--- config.mk ---
export PLATFORM = sky130hd
export DESIGN_NAME = sdb_inner
export DESIGN_NICKNAME = d
export VERILOG_FILES = /design/src/rtl/sdb_pkg.sv /design/src/rtl/sdb_chain.sv /design/src/rtl/sdb_inner.sv
export SDC_FILE = /design/constraint.sdc
export NUM_CORES = 1
export LEC_CHECK = 0
export ABC_CLOCK_PERIOD_IN_PS = 4200
export CORE_MARGIN = 2
export CORE_UTILIZATION = 28
export DETAILED_ROUTE_END_ITERATION = 8
export PLACE_DENSITY_LB_ADDON = 0.05
export SLEW_MARGIN = 10
export SYNTH_ARGS = -nofsm -noshare
export SYNTH_HDL_FRONTEND = slang
export SYNTH_SLANG_ARGS = --single-unit
--- constraint.sdc ---
create_clock -name clk -period 4.2 [get_ports clk]
set_input_delay 0.42 -clock clk [delete_from_list [all_inputs] [get_ports clk]]
set_output_delay 0.42 -clock clk [all_outputs]
set_load 0.03 [all_outputs]
--- src/rtl/sdb_pkg.sv ---
// rtl/sdb_pkg.sv - shared width default and one-bit adder cell for the sdb carry-select block
package sdb_pkg;

    localparam int SDB_DEFAULT_WIDTH = 8;

    // Returns {c_next, s} for one bit position.
    function automatic logic [1:0] sdb_cell(input logic p, input logic g, input logic c);
        return {g | (p & c), p ^ c};
    endfunction

endpackage

--- src/rtl/sdb_chain.sv ---
// rtl/sdb_chain.sv - combinational ripple chain of sdb_cell over WIDTH bits
module sdb_chain
    import sdb_pkg::*;
#(
    parameter int WIDTH = SDB_DEFAULT_WIDTH
) (
    input  logic [WIDTH-1:0] p,
    input  logic [WIDTH-1:0] g,
    input  logic             cin,
    output logic [WIDTH-1:0] sum,
    output logic             cout
);

    logic [WIDTH:0] c;

    // The carry vector lives in one process so the ripple is a single ordered evaluation.
    always_comb begin
        c    = '0;
        sum  = '0;
        c[0] = cin;
        for (int i = 0; i < WIDTH; i++) begin
            {c[i+1], sum[i]} = sdb_cell(p[i], g[i], c[i]);
        end
        cout = c[WIDTH];
    end

endmodule

--- src/rtl/sdb_inner.sv ---
// rtl/sdb_inner.sv - registered WIDTH-bit adder block; SDB_INNER_CSEL_EN selects carry-select next-state
module sdb_inner
    import sdb_pkg::*;
#(
    parameter int WIDTH = SDB_DEFAULT_WIDTH
) (
    input  logic             clk,
    input  logic             rst,
    input  logic [WIDTH-1:0] a,
    input  logic [WIDTH-1:0] b,
    input  logic [WIDTH-1:0] p,
    input  logic             c_in,
    output logic [WIDTH-1:0] s,
    output logic             c_out
);

    logic [WIDTH-1:0] g;
    logic [WIDTH-1:0] sum_n;
    logic             carry_n;

    assign g = a & b;

`ifdef SDB_INNER_CSEL_EN
    logic [WIDTH-1:0] s0;
    logic [WIDTH-1:0] s1;
    logic             c0_out;
    logic             c1_out;

    sdb_chain #(.WIDTH(WIDTH)) u_chain0 (
        .p    (p),
        .g    (g),
        .cin  (1'b0),
        .sum  (s0),
        .cout (c0_out)
    );

    sdb_chain #(.WIDTH(WIDTH)) u_chain1 (
        .p    (p),
        .g    (g),
        .cin  (1'b1),
        .sum  (s1),
        .cout (c1_out)
    );

    // Late-arriving carry-in only drives the final select, not the chains.
    assign sum_n   = c_in ? s1 : s0;
    assign carry_n = c_in ? c1_out : c0_out;
`else
    sdb_chain #(.WIDTH(WIDTH)) u_chain (
        .p    (p),
        .g    (g),
        .cin  (c_in),
        .sum  (sum_n),
        .cout (carry_n)
    );
`endif

    always_ff @(posedge clk) begin
        if (rst) begin
            s     <= '0;
            c_out <= 1'b0;
        end else begin
            s     <= sum_n;
            c_out <= carry_n;
        end
    end

endmodule

==> results of run 1 <==
[worst max path at each step]
stage	to	slack, ns
final	s[7]	0.83
after global routing	s[7]	0.67
after CTS	s[7]	0.80
after detailed placement	s[7]	0.53
after global placement	s[7]	0.56
after floorplan	s[7]	1.13
[sequential cells by signal, summed over array words and instances (netlist names)]
name / flops
c_out: 1
s: 8
[kinds of logic (layout without fill, tap and decap cells)]
kind of cell,count (synthesis),after routing,share of synthesized area
AND/OR/NAND/NOR,9,9,0.137
adder cells (fa/ha/maj),8,8,0.256
buffers and inverters,0,39,0
AO/OA/AOI/OAI,8,8,0.147
flip-flops,9,9,0.460
[per-stage QoR]
stage / hold slack (ns) / worst slack [ns] / util / std cells / cell area (µm²)
2_1_floorplan: 0.492 / 1.13 / - / 34 / 392
3_3_place_gp: 1.04 / 0.563 / 0.585 / 84 / 761
3_5_place_dp: 1.04 / 0.531 / 0.585 / 84 / 761
4_1_cts: 0.768 / 0.799 / 0.605 / 88 / 787
5_1_grt: 0.797 / 0.665 / 0.605 / 88 / 787
6_report: 0.772 / 0.829 / 0.605 / 88 / 787
[placed cells by master (no fill, tap or decap), drive strengths merged]
cell type / netlist / routed
nor2b: 8 / 8
a21o: 7 / 7
clkbuf: 0 / 4
dfxtp: 9 / 9
nor2: 1 / 1
a21oi: 1 / 1
ha: 8 / 8
clkdlybuf4s50: 0 / 35
[where the power goes]
| part | switching (µW) | total, µW | internal [µW] |
|---|---|---|---|
| clock network | 25.6 | 61.9 | 36.3 |
| registers | 1.72 | 95.2 | 93.5 |
| logic | 30.4 | 75.8 | 45.4 |
| total | 57.7 | 233 | 175 |
[layer usage]
metal  vias up  routed length (µm)  global-route usage
met4         0                   7              0.0387
met5         -                   0                   0
li1        195                   -                   -
met3         2                 103              0.0739
met2        18                 428               0.197
met1       176                 302              0.0938
[cell type report]
cell class	count	area share
Multi-Input combinational cell	25	0.269
Sequential cell	9	0.229
Timing Repair Buffer	35	0.445
Clock buffer	4	0.0334
Tap cell	15	0.0238
==> flow_summary.ini, run 1 <==
[run_status]
outcome = completed

[detailed_routing]
drtIter0Drc = 0
antenna_left = 0
wl_per_cell_um = 9.56
drc = 0
drt_wl_total_um = 841
drt-pass1-iter-count = 1
routed_via_density = 4.44
num_vias = 391

[sta]
slew_viol_final = 0
timing.final.crit_share = 0.803
tightest_slew_ns = 0.322
rsz0062_at_grt = no
fin_crit_ns = 3.37
setup_viol = 0
hold_violations = 0
slew_headroom = 0.785
fmax_mhz = 297
setup_tns_ns = 0

[pwr]
power.density_nw_per_um2 = 296
power_uw = 233
leakage_uw = 0.000364
irDropWorstVdd_v = 0.000235

[hold_path]
worst_hold_path_type = input port to register
min_from = b[7]
hold_path_end = c_out
min_delay_path_depth = 3

[logic_synthesis]
avgSynthCellArea_um2 = 11.5
postSynthCellCount = 34
yosysMostFrequentCell = dfxtp_1
synth_seq_area_share = 0.460
synth_commonest_cells = dfxtp_1, ha_1, nor2b_1
synth_top_area_frac = 0.460
ys_warn_count = 0
synth_area_leader_cell = dfxtp_1
yosysUniqueCellTypes = 6
ys_ff_latch = 9
synthFlopType = dfxtp_1
ys_async_sr_fraction = 0
synth_nets = 69
syn_area_um2 = 392
synth.area.top_cells = dfxtp_1, ha_1, a21o_1, nor2b_1, a21oi_1
synth-edff-count = 0

[floorplan]
rows = 13
initial_utilization = 0.301
coreArea_um2 = 1300
die_area_um2 = 1710
dieHeight_um = 41.4
io_pins = 36
die_x_um = 41.4

[grt]
grt_overflow_total = 0
grt_pass1_wl_um = 1420
grt_pass1_vias = 378
grt_usage = 0.109
antenna_found_initial = 0
grt_max_degree = 10

[placement]
numPortBuffers = 35
globalplace.congestion = 0.647
dp_hpwl_um = 740

[layout]
area_growth_syn_to_layout_pct = 101
drive_gt1_frac = 0.0411
antenna_cells = 0
final_net_count = 109
multi_input_comb_area_um2 = 211
register_area_um2 = 180
fillers = 125

[cts]
cts_tree = yes
cts_buffer_depth = 2
post_cts_resized = 0
cts.sinks = 9
cts.clk_slew.worst_paths_ns = 0.05
post_cts_buffers = 0
postCtsHoldBufs = 0
cts_max_level = 1
cts_buffers = 3
root_buffer = clkbuf_4

[worst_setup_path]
required_ns = 4.33
crit_top_cell = ha_1
critPathKind = input port to register
crit_path_cell_trace = clkdlybuf4s50_1 -> ha_1 -> a21o_1 -> ha_1 -> a21o_1 -> ha_1 -> a21o_1 -> ha_1 -> a21o_1 -> ha_1 -> a21o_1 -> ha_1 -> a21o_1 -> ha_1 -> a21o_1 -> ha_1 -> nor2b_1
start_kind = input port
critPathLaunch = p[0]
cp.depth = 17
crit_slowest_cell = clkdlybuf4s50_1
worst-path-buf-inv = 1
cp-end-kind = register
critical-path-top-delay-family = adder cells
cp_data_arrival_time_ns = 3.50
cp_slowest_stage_delay_ns = 0.41
worstPathMaxFanout = 1

[flow_run]
max-cap-violations = 0
No activity file was read; power rests on OpenSTA's default activity.
==> run 2, diff against run 1 <==
ABC_CLOCK_PERIOD_IN_PS = 3200   (was 4200)
clock period = 3.2 ns   (was 4.2 ns; I/O delays follow)
==> run 2 against run 1 <==
Effect of this change:
- global-route usage is 0.89 points higher
- sequential share of layout area is 0.14 points lower
- flip-flop and latch count unchanged
- critical path depth decreased by 1
- worst hold slack worse by 0.23 ns
- clock-buffer cell count stayed put
- design area is 0.64% higher
- worst setup slack worse by 0.67 ns
- largest cell class unchanged
- utilization increased by 0.38 points
- clock power rose by 35%
- combinational power increased by 30%
- sequential power increased by 31%
==> flow_summary.ini, run 2 (synthesis results as in run 1) <==
[layout]
design_area_um2 = 792
area_growth_syn_to_layout_pct = 102
register_area_um2 = 180
multi_input_comb_area_um2 = 219
reg_top3 = s: 8 flops, c_out: 1 flops
final_cell_mix = clkdlybuf4s50_1, dfxtp_1, nor2b_1, a21o_1, ha_1
layout_commonest_cell = clkdlybuf4s50_1
regMostFlops = s
final_net_count = 109
fin_util = 0.609
antenna_cells = 0
drive_gt1_frac = 0.0822
fillers = 112
largest_reg_flops = 8

[detailed_routing]
wl_met1_um = 336
drt_wl_total_um = 880
routed_via_density = 4.22
wl_per_cell_um = 10.0
drtIter0Drc = 0
antenna_left = 0
num_vias = 371
wl_met3_um = 93
drt-pass1-iter-count = 1
top_layer_used = met3
drc = 0
wl_met2_um = 451

[floorplan]
die_x_um = 41.4
dieHeight_um = 41.4
rows = 13
initial_utilization = 0.301
die_area_um2 = 1710
coreArea_um2 = 1300
io_pins = 36

[cts]
root_buffer = clkbuf_4
cts_buffers = 3
cts_buffer_depth = 2
cts_tree = yes
cts_max_level = 1
cts.clk_slew.worst_paths_ns = 0.06
post_cts_buffers = 0
cts.sinks = 9

[worst_setup_path]
critical-path-top-delay-family = adder cells
cp_data_arrival_time_ns = 3.18
cp-end-kind = register
crit_slowest_cell = clkdlybuf4s50_1
crit_path_cell_trace = clkdlybuf4s50_1 -> a21o_1 -> ha_1 -> a21o_1 -> ha_1 -> a21o_1 -> ha_1 -> a21o_1 -> ha_2 -> a21o_1 -> ha_1 -> a21o_1 -> ha_2 -> a21o_1 -> ha_1 -> nor2b_1
crit_top_cell = a21o_1
worstPathMaxFanout = 1
critPathKind = input port to register
worst-path-buf-inv = 1
start_kind = input port
required_ns = 3.34
cp_slowest_stage_delay_ns = 0.39

[grt]
grt_pass1_wl_um = 1560
grt_overflow_total = 0
grt_max_degree = 10
grt_pass1_vias = 362
antenna_found_initial = 0
grt_usage = 0.118

[pwr]
irDropWorstVdd_v = 0.000233
power.density_nw_per_um2 = 388
leakage_uw = 0.000362

[sta]
timing.final.crit_share = 0.951
setup_slack_ns = 0.158
fmax_mhz = 329
fin_crit_ns = 3.04
slew_viol_final = 0
tightest_slew_ns = 0.321
setup_viol = 0
hold_violations = 0
rsz0062_at_grt = no
slew_headroom = 0.785

[placement]
numPortBuffers = 35
globalplace.congestion = 0.652
place_area_um2 = 761
dp_slack_ns = -0.350

[run_status]
outcome = completed

[flow_run]
max-cap-violations = 0

[hold_path]
worst_hold_path_type = input port to register
run 2: cell types whose count changed in the layout (fill, tap and decap cells not counted), sizes merged:
cell	change
clkdlybuf4s50	-2
dlygate4sd2	+2
run 2: path summary, 6_finish.rpt:
kind,start,to,slack (ns),cells after the start
min,p[0],s[0],0.54,3
max,a[0],s[7],0.16,16
run 2: power breakdown:
part | switching [µW] | internal, µW
Sequential | 2.31 | 123
Clock | 35.7 | 47.8
Combinational | 39.8 | 58.8
run 2: layout make-up:
cell class | count | share of cell area
flip-flops and latches | 9 | 0.227
well taps | 15 | 0.0237
multi-input cells | 25 | 0.276
repair buffers | 35 | 0.439
clock buffers | 4 | 0.0332
run 2: timing repair:
item	4_1_cts	5_1_grt
hold buffers	0	0
resized for setup	5	0
endpoints found under the setup margin	2	0
run 2: metal layers:
metal,global-route usage,vias to the layer above
met3,0.0870,0
li1,-,196
met1,0.118,158
met2,0.200,17
met5,0,-
met4,0.0194,0
run 2: stage by stage:
| step | instances | setup TNS (ns) | hold WS [ns] | total power [µW] |
|---|---|---|---|---|
| 2_1_floorplan | 34 | 0 | 0.392 | 170 |
| 3_3_place_gp | 84 | -0.601 | 0.937 | 228 |
| 3_5_place_dp | 84 | -0.683 | 0.951 | 228 |
| 4_1_cts | 88 | 0 | 0.536 | 315 |
| 5_1_grt | 88 | 0 | 0.575 | 329 |
| 6_report | 88 | 0 | 0.541 | 307 |
